## src/rtl/spi_master_mcs_pkg.sv

```systemverilog
// Shared types for spi_master_mcs: FSM states, latched per-command config, edge-counter sizing.
package spi_pkg;

  typedef enum logic [2:0] {
    IDLE,
    SETUP,
    SHIFT,
    HOLD,
    CS_HELD,
    GAP
  } spi_state_e;

  localparam int SPI_DATA_W = 8;
  localparam int SPI_DIV_W  = 8;

  function automatic int edge_cnt_w(input int data_w);
    return $clog2(2 * data_w + 1);
  endfunction

  // Counts 0 .. 2*DATA_W SCLK edges of one word
  localparam int EDGE_W = edge_cnt_w(SPI_DATA_W);

  typedef struct packed {
    logic [SPI_DIV_W-1:0] div;
    logic                 cpol;
    logic                 cpha;
  } spi_cfg_t;

endpackage

```

## src/rtl/spi_master_mcs_if.sv

```systemverilog
// Command (valid/ready) and response (one-cycle pulse) bundle of spi_master_mcs.
interface spi_master_mcs_if #(
  parameter int DATA_W = 8,
  parameter int CS_W   = 2
) ();
  logic              cmd_valid;
  logic              cmd_ready;
  logic [DATA_W-1:0] cmd_data;
  logic [CS_W-1:0]   cmd_cs;
  logic              cmd_last;
  logic              rsp_valid;
  logic [DATA_W-1:0] rsp_data;

  modport master (
    output cmd_valid, cmd_data, cmd_cs, cmd_last,
    input  cmd_ready, rsp_valid, rsp_data
  );

  modport slave (
    input  cmd_valid, cmd_data, cmd_cs, cmd_last,
    output cmd_ready, rsp_valid, rsp_data
  );
endinterface

```

## src/rtl/spi_master_mcs_tick_gen.sv

```systemverilog
// Half-period timer: down-counter reloaded on FSM state entry, ticks once every div_i+1 cycles.
module spi_tick_gen #(
  parameter int DIV_W = 8
) (
  input  logic             clk,
  input  logic             rst_n,
  input  logic             reload_i,
  input  logic [DIV_W-1:0] div_i,
  output logic             tick_o
);

  logic [DIV_W-1:0] cnt_q, cnt_d;

  always_comb begin
    cnt_d = cnt_q;
    if (reload_i || cnt_q == '0) begin
      cnt_d = div_i;
    end else begin
      cnt_d = cnt_q - 1'b1;
    end
  end

  always_ff @(posedge clk or negedge rst_n) begin
    if (!rst_n) begin
      cnt_q <= '0;
    end else begin
      cnt_q <= cnt_d;
    end
  end

  assign tick_o = (cnt_q == '0);

endmodule

```

## src/rtl/spi_master_mcs.sv

```systemverilog
// Multi-chip-select SPI master, all CPOL/CPHA modes, CS held across back-to-back words.
// Optional SPI_LOOPBACK_EN adds cfg_loopback to feed MOSI back into the receive shifter.
module spi_master_mcs
  import spi_pkg::*;
#(
  parameter int DATA_W = 8,
  parameter int NUM_CS = 4,
  parameter int DIV_W  = SPI_DIV_W,
  parameter int CS_W   = (NUM_CS > 1) ? $clog2(NUM_CS) : 1
) (
  input  logic              axi_aclk,
  input  logic              axi_aresetn,
  input  logic [DIV_W-1:0]  cfg_div,
  input  logic              cfg_cpol,
  input  logic              cfg_cpha,
`ifdef SPI_LOOPBACK_EN
  input  logic              cfg_loopback,
`endif
  spi_master_mcs_if.slave   bus,
  output logic              busy,
  output logic              spi_sclk,
  output logic              spi_mosi,
  input  logic              spi_miso,
  output logic [NUM_CS-1:0] spi_cs_n
);

  localparam int EDGE_CNT_W = edge_cnt_w(DATA_W);

  spi_state_e              state_q, state_d;
  spi_cfg_t                cfg_q, cfg_d;
  logic [DATA_W-1:0]       tx_q, tx_d;
  logic [DATA_W-1:0]       rx_q, rx_d;
  logic [CS_W-1:0]         cs_q, cs_d;
  logic                    last_q, last_d;
  logic [EDGE_CNT_W-1:0]   edge_q, edge_d;
  logic                    sclk_q, sclk_d;
  logic                    mosi_q, mosi_d;
  logic [NUM_CS-1:0]       cs_n_q, cs_n_d;
  logic                    rsp_valid_q, rsp_valid_d;
  logic [DATA_W-1:0]       rsp_data_q, rsp_data_d;

  logic                    cmd_ready;
  logic                    accept;
  logic                    tick;
  logic                    reload;
  logic [DIV_W-1:0]        reload_div;
  logic                    rx_in;
  logic                    lead;
  logic [NUM_CS-1:0]       cmd_sel;
  logic [NUM_CS-1:0]       cur_sel;

  assign cmd_ready = (state_q == IDLE) || (state_q == CS_HELD);
  assign accept    = bus.cmd_valid && cmd_ready;

  // Out-of-range indices match no bit, so no CS is asserted for them
  for (genvar gi = 0; gi < NUM_CS; gi++) begin : g_cs_dec
    assign cmd_sel[gi] = (bus.cmd_cs == CS_W'(gi));
    assign cur_sel[gi] = (cs_q == CS_W'(gi));
  end

`ifdef SPI_LOOPBACK_EN
  logic lb_q, lb_d;
  assign rx_in = lb_q ? mosi_q : spi_miso;

  always_comb begin
    lb_d = lb_q;
    if (accept) lb_d = cfg_loopback;
  end

  always_ff @(posedge axi_aclk or negedge axi_aresetn) begin
    if (!axi_aresetn) lb_q <= 1'b0;
    else              lb_q <= lb_d;
  end
`else
  assign rx_in = spi_miso;
`endif

  // Every state entry restarts the half-period timer; on accept the new divider applies at once
  assign reload     = (state_d != state_q);
  assign reload_div = accept ? cfg_div : DIV_W'(cfg_q.div);

  spi_tick_gen #(.DIV_W(DIV_W)) u_tick (
    .clk      (axi_aclk),
    .rst_n    (axi_aresetn),
    .reload_i (reload),
    .div_i    (reload_div),
    .tick_o   (tick)
  );

  always_comb begin
    state_d     = state_q;
    cfg_d       = cfg_q;
    tx_d        = tx_q;
    rx_d        = rx_q;
    cs_d        = cs_q;
    last_d      = last_q;
    edge_d      = edge_q;
    sclk_d      = sclk_q;
    mosi_d      = mosi_q;
    cs_n_d      = cs_n_q;
    rsp_valid_d = 1'b0;
    rsp_data_d  = rsp_data_q;
    lead        = 1'b0;

    if (accept) begin
      cfg_d.div  = SPI_DIV_W'(cfg_div);
      cfg_d.cpol = cfg_cpol;
      cfg_d.cpha = cfg_cpha;
      tx_d       = bus.cmd_data;
      rx_d       = '0;
      cs_d       = bus.cmd_cs;
      last_d     = bus.cmd_last;
      edge_d     = '0;
      if (!cfg_cpha) mosi_d = bus.cmd_data[DATA_W-1];
    end

    unique case (state_q)
      IDLE: begin
        sclk_d = cfg_cpol;
        if (accept) begin
          state_d = SETUP;
          cs_n_d  = ~cmd_sel;
        end
      end
      SETUP: begin
        if (tick) state_d = SHIFT;
      end
      SHIFT: begin
        if (tick) begin
          sclk_d = ~sclk_q;
          edge_d = edge_q + 1'b1;
          lead   = ~edge_q[0];
          if (lead ^ cfg_q.cpha) begin
            rx_d = (rx_q << 1) | DATA_W'(rx_in);
          end else begin
            mosi_d = cfg_q.cpha ? tx_q[DATA_W-1] : tx_q[DATA_W-2];
            tx_d   = tx_q << 1;
          end
          if (edge_q == EDGE_CNT_W'(2 * DATA_W - 1)) begin
            state_d     = HOLD;
            rsp_valid_d = 1'b1;
            rsp_data_d  = rx_d;
          end
        end
      end
      HOLD: begin
        if (tick) begin
          if (last_q) begin
            state_d = IDLE;
            cs_n_d  = '1;
          end else begin
            state_d = CS_HELD;
          end
        end
      end
      CS_HELD: begin
        sclk_d = cfg_cpol;
        if (accept) begin
          if (bus.cmd_cs == cs_q) begin
            state_d = SHIFT;
          end else begin
            state_d = GAP;
            cs_n_d  = '1;
          end
        end
      end
      GAP: begin
        if (tick) begin
          state_d = SETUP;
          cs_n_d  = ~cur_sel;
        end
      end
      default: state_d = IDLE;
    endcase
  end

  always_ff @(posedge axi_aclk or negedge axi_aresetn) begin
    if (!axi_aresetn) begin
      state_q     <= IDLE;
      cfg_q       <= '0;
      tx_q        <= '0;
      rx_q        <= '0;
      cs_q        <= '0;
      last_q      <= 1'b0;
      edge_q      <= '0;
      sclk_q      <= 1'b0;
      mosi_q      <= 1'b0;
      cs_n_q      <= '1;
      rsp_valid_q <= 1'b0;
      rsp_data_q  <= '0;
    end else begin
      state_q     <= state_d;
      cfg_q       <= cfg_d;
      tx_q        <= tx_d;
      rx_q        <= rx_d;
      cs_q        <= cs_d;
      last_q      <= last_d;
      edge_q      <= edge_d;
      sclk_q      <= sclk_d;
      mosi_q      <= mosi_d;
      cs_n_q      <= cs_n_d;
      rsp_valid_q <= rsp_valid_d;
      rsp_data_q  <= rsp_data_d;
    end
  end

  assign bus.cmd_ready = cmd_ready;
  assign bus.rsp_valid = rsp_valid_q;
  assign bus.rsp_data  = rsp_data_q;
  assign busy          = (state_q != IDLE);
  assign spi_sclk      = sclk_q;
  assign spi_mosi      = mosi_q;
  assign spi_cs_n      = cs_n_q;

endmodule

```

## src/flat_wrapper.sv

```systemverilog
// flat-port wrapper written by rule: the top's interface ports become plain ports
module spi_master_mcs_flat import spi_pkg::*;
#(
  parameter int DATA_W = 8,
  parameter int NUM_CS = 4,
  parameter int DIV_W  = SPI_DIV_W,
  parameter int CS_W   = (NUM_CS > 1) ? $clog2(NUM_CS) : 1
)
  (axi_aclk, axi_aresetn, cfg_div, cfg_cpol, cfg_cpha, busy, spi_sclk, spi_mosi, spi_miso, spi_cs_n, bus_cmd_valid, bus_cmd_data, bus_cmd_cs, bus_cmd_last, bus_cmd_ready, bus_rsp_valid, bus_rsp_data);
  spi_master_mcs_if #(.DATA_W(DATA_W), .CS_W(CS_W)) bus_i ();
  input  logic axi_aclk;
  input  logic axi_aresetn;
  input  logic [DIV_W-1:0] cfg_div;
  input  logic cfg_cpol;
  input  logic cfg_cpha;
  output logic busy;
  output logic spi_sclk;
  output logic spi_mosi;
  input  logic spi_miso;
  output logic [NUM_CS-1:0] spi_cs_n;
  input wire logic [$bits(bus_i.cmd_valid)-1:0] bus_cmd_valid;
  input wire logic [$bits(bus_i.cmd_data)-1:0] bus_cmd_data;
  input wire logic [$bits(bus_i.cmd_cs)-1:0] bus_cmd_cs;
  input wire logic [$bits(bus_i.cmd_last)-1:0] bus_cmd_last;
  output wire logic [$bits(bus_i.cmd_ready)-1:0] bus_cmd_ready;
  output wire logic [$bits(bus_i.rsp_valid)-1:0] bus_rsp_valid;
  output wire logic [$bits(bus_i.rsp_data)-1:0] bus_rsp_data;
  assign bus_i.cmd_valid = bus_cmd_valid;
  assign bus_i.cmd_data = bus_cmd_data;
  assign bus_i.cmd_cs = bus_cmd_cs;
  assign bus_i.cmd_last = bus_cmd_last;
  assign bus_cmd_ready = bus_i.cmd_ready;
  assign bus_rsp_valid = bus_i.rsp_valid;
  assign bus_rsp_data = bus_i.rsp_data;
  spi_master_mcs #(.DATA_W(DATA_W), .NUM_CS(NUM_CS), .DIV_W(DIV_W), .CS_W(CS_W)) u_core (.axi_aclk(axi_aclk), .axi_aresetn(axi_aresetn), .cfg_div(cfg_div), .cfg_cpol(cfg_cpol), .cfg_cpha(cfg_cpha), .bus(bus_i), .busy(busy), .spi_sclk(spi_sclk), .spi_mosi(spi_mosi), .spi_miso(spi_miso), .spi_cs_n(spi_cs_n));
endmodule
```

## config.mk

```make
export PLATFORM = sky130hd
export DESIGN_NAME = spi_master_mcs_flat
export DESIGN_NICKNAME = d
export VERILOG_FILES = /design/src/rtl/spi_master_mcs_pkg.sv /design/src/rtl/spi_master_mcs_if.sv /design/src/rtl/spi_master_mcs_tick_gen.sv /design/src/rtl/spi_master_mcs.sv /design/src/flat_wrapper.sv
export SDC_FILE = /design/constraint.sdc
export NUM_CORES = 1
export LEC_CHECK = 0
export ABC_AREA = 1
export ABC_CLOCK_PERIOD_IN_PS = 2500
export BUFFER_PORTS_ARGS = -buffer_cell sky130_fd_sc_hd__buf_2
export CORE_UTILIZATION = 30
export DETAILED_ROUTE_END_ITERATION = 7
export GPL_ROUTABILITY_DRIVEN = 0
export PLACE_DENSITY_LB_ADDON = 0.05
export REMOVE_ABC_BUFFERS = 1
export SYNTH_ARGS = -nofsm -noshare
export SYNTH_HDL_FRONTEND = slang
export SYNTH_SLANG_ARGS = --single-unit
```

## constraint.sdc

```tcl
create_clock -name axi_aclk -period 2.5 [get_ports axi_aclk]
set_clock_uncertainty 0.2 [all_clocks]
set_input_delay 0.25 -clock axi_aclk [delete_from_list [all_inputs] [get_ports axi_aclk]]
set_output_delay 0.25 -clock axi_aclk [all_outputs]
set_load 0.02 [all_outputs]
```

==> impl_metrics.yaml <==
cells_and_area:
  final.fill_count: 969
  diodes: 0
  design_area_mm2: 0.003731
  nNetsFinal: 457
  layout.cells.non_filler: 563
  syn_to_final_growth_pct: 25.35
  register_area_mm2: 0.001481
  multiInputGateArea_mm2: 0.001299
  layout-drive-gt1-share: 0.2166
cts:
  clockRootBuffer: "clkbuf_8"
  path_clk_slew_ns: 0.06
  cts_tree: "yes"
  cts_made_buffers: 9
  cts-resized-gates: 0
  clk_latency_ns: 0.35
  cts_num_sinks: 59
  ctsHtreeMaxLevel: 3
  post-cts-setup-buffer-count: 0
  clk_path_buf_depth: 2
floorplan:
  die_w_um: 101.6
  die_area_mm2: 0.01032
  initial_utilization: 0.3161
  boundaryPins: 42
  fp.dieH_um: 101.6
  core_area_mm2: 0.009415
  rows: 35
setup_path:
  critical_path.endpoint: "u_core.spi_mosi"
  slowest_stage: "dfrtp_1"
  arrival_ns: 2.16
  ff2ff_path_depth: 8
  cpPeakStageDelay_ns: 0.36
  crit_chain: "inv_1, ha_1, nand3_2, nor2_4, inv_2, nor2_8, nand2_2, a32o_1"
  r2r-end: "u_core.spi_mosi"
  cp_max_fo: 16
  r2r-start: "u_core.u_tick.cnt_q[0]"
  critPathKind: "reg2reg"
  reg2reg_setup_slack_ns: 0.37
  end_kind: "register"
  required_ns: 2.53
  crit_start: "u_core.u_tick.cnt_q[0]"
  cp-start-kind: "register"
yosys:
  syn_area_per_cell_um2: 8.200
  yosysSeqAreaShare: 0.4977
  synth.most_common_cell: "nand2_1"
  yosys.area.top_type_share: 0.4624
  async_flop_share: 1.000
  ys_types: 38
  netlist_area_mm2: 0.002977
  yosysTopAreaCell: "dfrtp_1"
  synth_edf_count: 0
  yosys-top-cells-area: "dfrtp_1, nand2_1, o21ai_0"
  synth-seq-cells: 59
  synth_top_cells_by_count: "nand2_1, dfrtp_1, nor2_1"
  syn_inst: 363
  yosysWarningCount: 0
  synth_ff_type: "dfrtp_1"
hold_path:
  hold_path_class: "in2reg"
  worstHoldStart: "bus_cmd_cs[0]"
power_and_ir_drop:
  power.density_mw_per_mm2: 1034
  leakage_nw: 1.851
  ir_drop_v: 0.0003100
timing:
  timing.hold.ws_ns: 0.05417
  tightest_slew_ns: 0.5427
  rsz0062_at_grt: "false"
  fmax_mhz: 469.1
  finalSetupTns_ns: 0
  fin_crit_sh: 0.8527
  slew_headroom: 0.6382
  hold_violations: 0
  slew_violations: 0
  setup_violations: 0
  period_minus_slack_ns: 2.132
flow_run:
  cap_violations: 0
global_routing:
  grt_overflow: 0
  grt_use_total: 0.1487
  grt_pass1_wl_um: 11540
  grt_pass1_vias: 2407
  grt_max_degree: 24
  antenna_found_initial: 0
placed_design:
  dp_cells: 529
  placed_cell_area_mm2: 0.003342
  portBuffers: 41
  hpwl_um: 4720
route:
  routedWlPerCell_um: 12.25
  via_per_inst: 4.494
  ant_nets: 0
  drc: 0
  drtIter0Drc: 59
  dr_total_vias: 2530
  first_pass_iters: 4
  wl_um: 6894
run_status:
  status: "finished clean"
-- cell usage in the layout, fill, tap and decap left out, drive strengths merged --
cell type / n
a211oi: 1
a21oi: 11
a31oi: 10
a32o: 1
and3: 1
buf: 48
bufinv: 2
clkbuf: 11
clkinv: 2
clkinvlp: 1
dfrtp: 55
dfstp: 4
dlygate4sd3: 18
ha: 3
inv: 38
mux2i: 2
nand2: 116
nand3: 25
nand4: 3
nor2: 38
nor3: 2
o2111ai: 1
o211ai: 1
o21ai: 28
o311ai: 1
o31ai: 2
or2: 2
xnor2: 1
xor2: 6
-- metrics by stage --
step / utilization / worst slack, ns / total power (W)
floorplan: - / 0.2171 / 0.002522
global placement: 0.3550 / 0.3847 / 0.002930
detailed placement: 0.3550 / 0.3712 / 0.002922
CTS: 0.3963 / 0.3447 / 0.003918
global route: 0.3963 / 0.1709 / 0.004218
finish: 0.3963 / 0.3682 / 0.003858
-- timing repair --
| action | CTS | global route |
|---|---|---|
| hold endpoints to repair | 37 | 0 |
| hold buffers | 18 | 0 |
| endpoints found under the setup margin | 0 | 0 |
-- critical path: cells and delay by family (launching register included) --
kind            cells  cell delay [ns]
compound gates      1             0.28
fa+ha+maj           1             0.23
buf+inv             2             0.20
flops               1             0.36
simple gates        4             0.74
-- kinds of logic after synthesis --
group / after synthesis / synth area share
AO/OA/AOI/OAI: 56 / 0.1110
XOR/XNOR: 7 / 0.02060
adder cells (fa/ha/maj): 3 / 0.01261
buffers and inverters: 49 / 0.06599
flip-flops: 59 / 0.4977
multiplexers: 2 / 0.006726
AND/OR/NAND/NOR: 187 / 0.2854
-- cell type report --
type | count | share of cell area
flip-flops and latches | 59 | 0.3970
multi-input cells | 255 | 0.3481
repair buffers | 66 | 0.1174
well taps | 129 | 0.04326
inverters | 38 | 0.03823
clock buffers | 11 | 0.03521
clock inverters | 5 | 0.02079
-- registers in the layout (all words and copies together), names as in the netlist, 2 cells and up --
register	flops
u_core.rx_q	8
u_core.u_tick.cnt_q	8
u_core.spi_cs_n	4
u_core.cfg_q	9
u_core.bus.rsp_data	8
u_core.cs_q	2
u_core.state_q	3
u_core.edge_q	5
u_core.tx_q	8
-- layer usage --
| metal | vias up | track usage | routed length, µm |
|---|---|---|---|
| li1 | 1303 | - | - |
| met5 | - | 0 | 0 |
| met4 | 0 | 0.04682 | 81 |
| met2 | 48 | 0.2292 | 3102 |
| met1 | 1171 | 0.1951 | 3326 |
| met3 | 8 | 0.05176 | 383 |
-- worst min path at each step --
| stage | end | slack, ns | cells past startpoint |
|---|---|---|---|
| 2_1_floorplan | u_core.bus.rsp_data[0] | -0.25 | 0 |
| 3_3_place_gp | u_core.cs_q[1] | 0.07 | 1 |
| 3_5_place_dp | u_core.cs_q[1] | 0.07 | 1 |
| 4_1_cts | u_core.cfg_q[0] | 0.04 | 3 |
| 5_1_grt | u_core.cfg_q[0] | 0.05 | 3 |
| 6_report | u_core.spi_cs_n[1] | 0.05 | 4 |
-- report_power, final --
group	switching [W]	internal, W	leakage, nW
sequential	0.000190	0.00128	0.709
combinational	0.000906	0.000531	1.04
clock	0.000390	0.000558	0.103
total	0.00149	0.00237	1.85
Power figures use the tool's default switching activity.
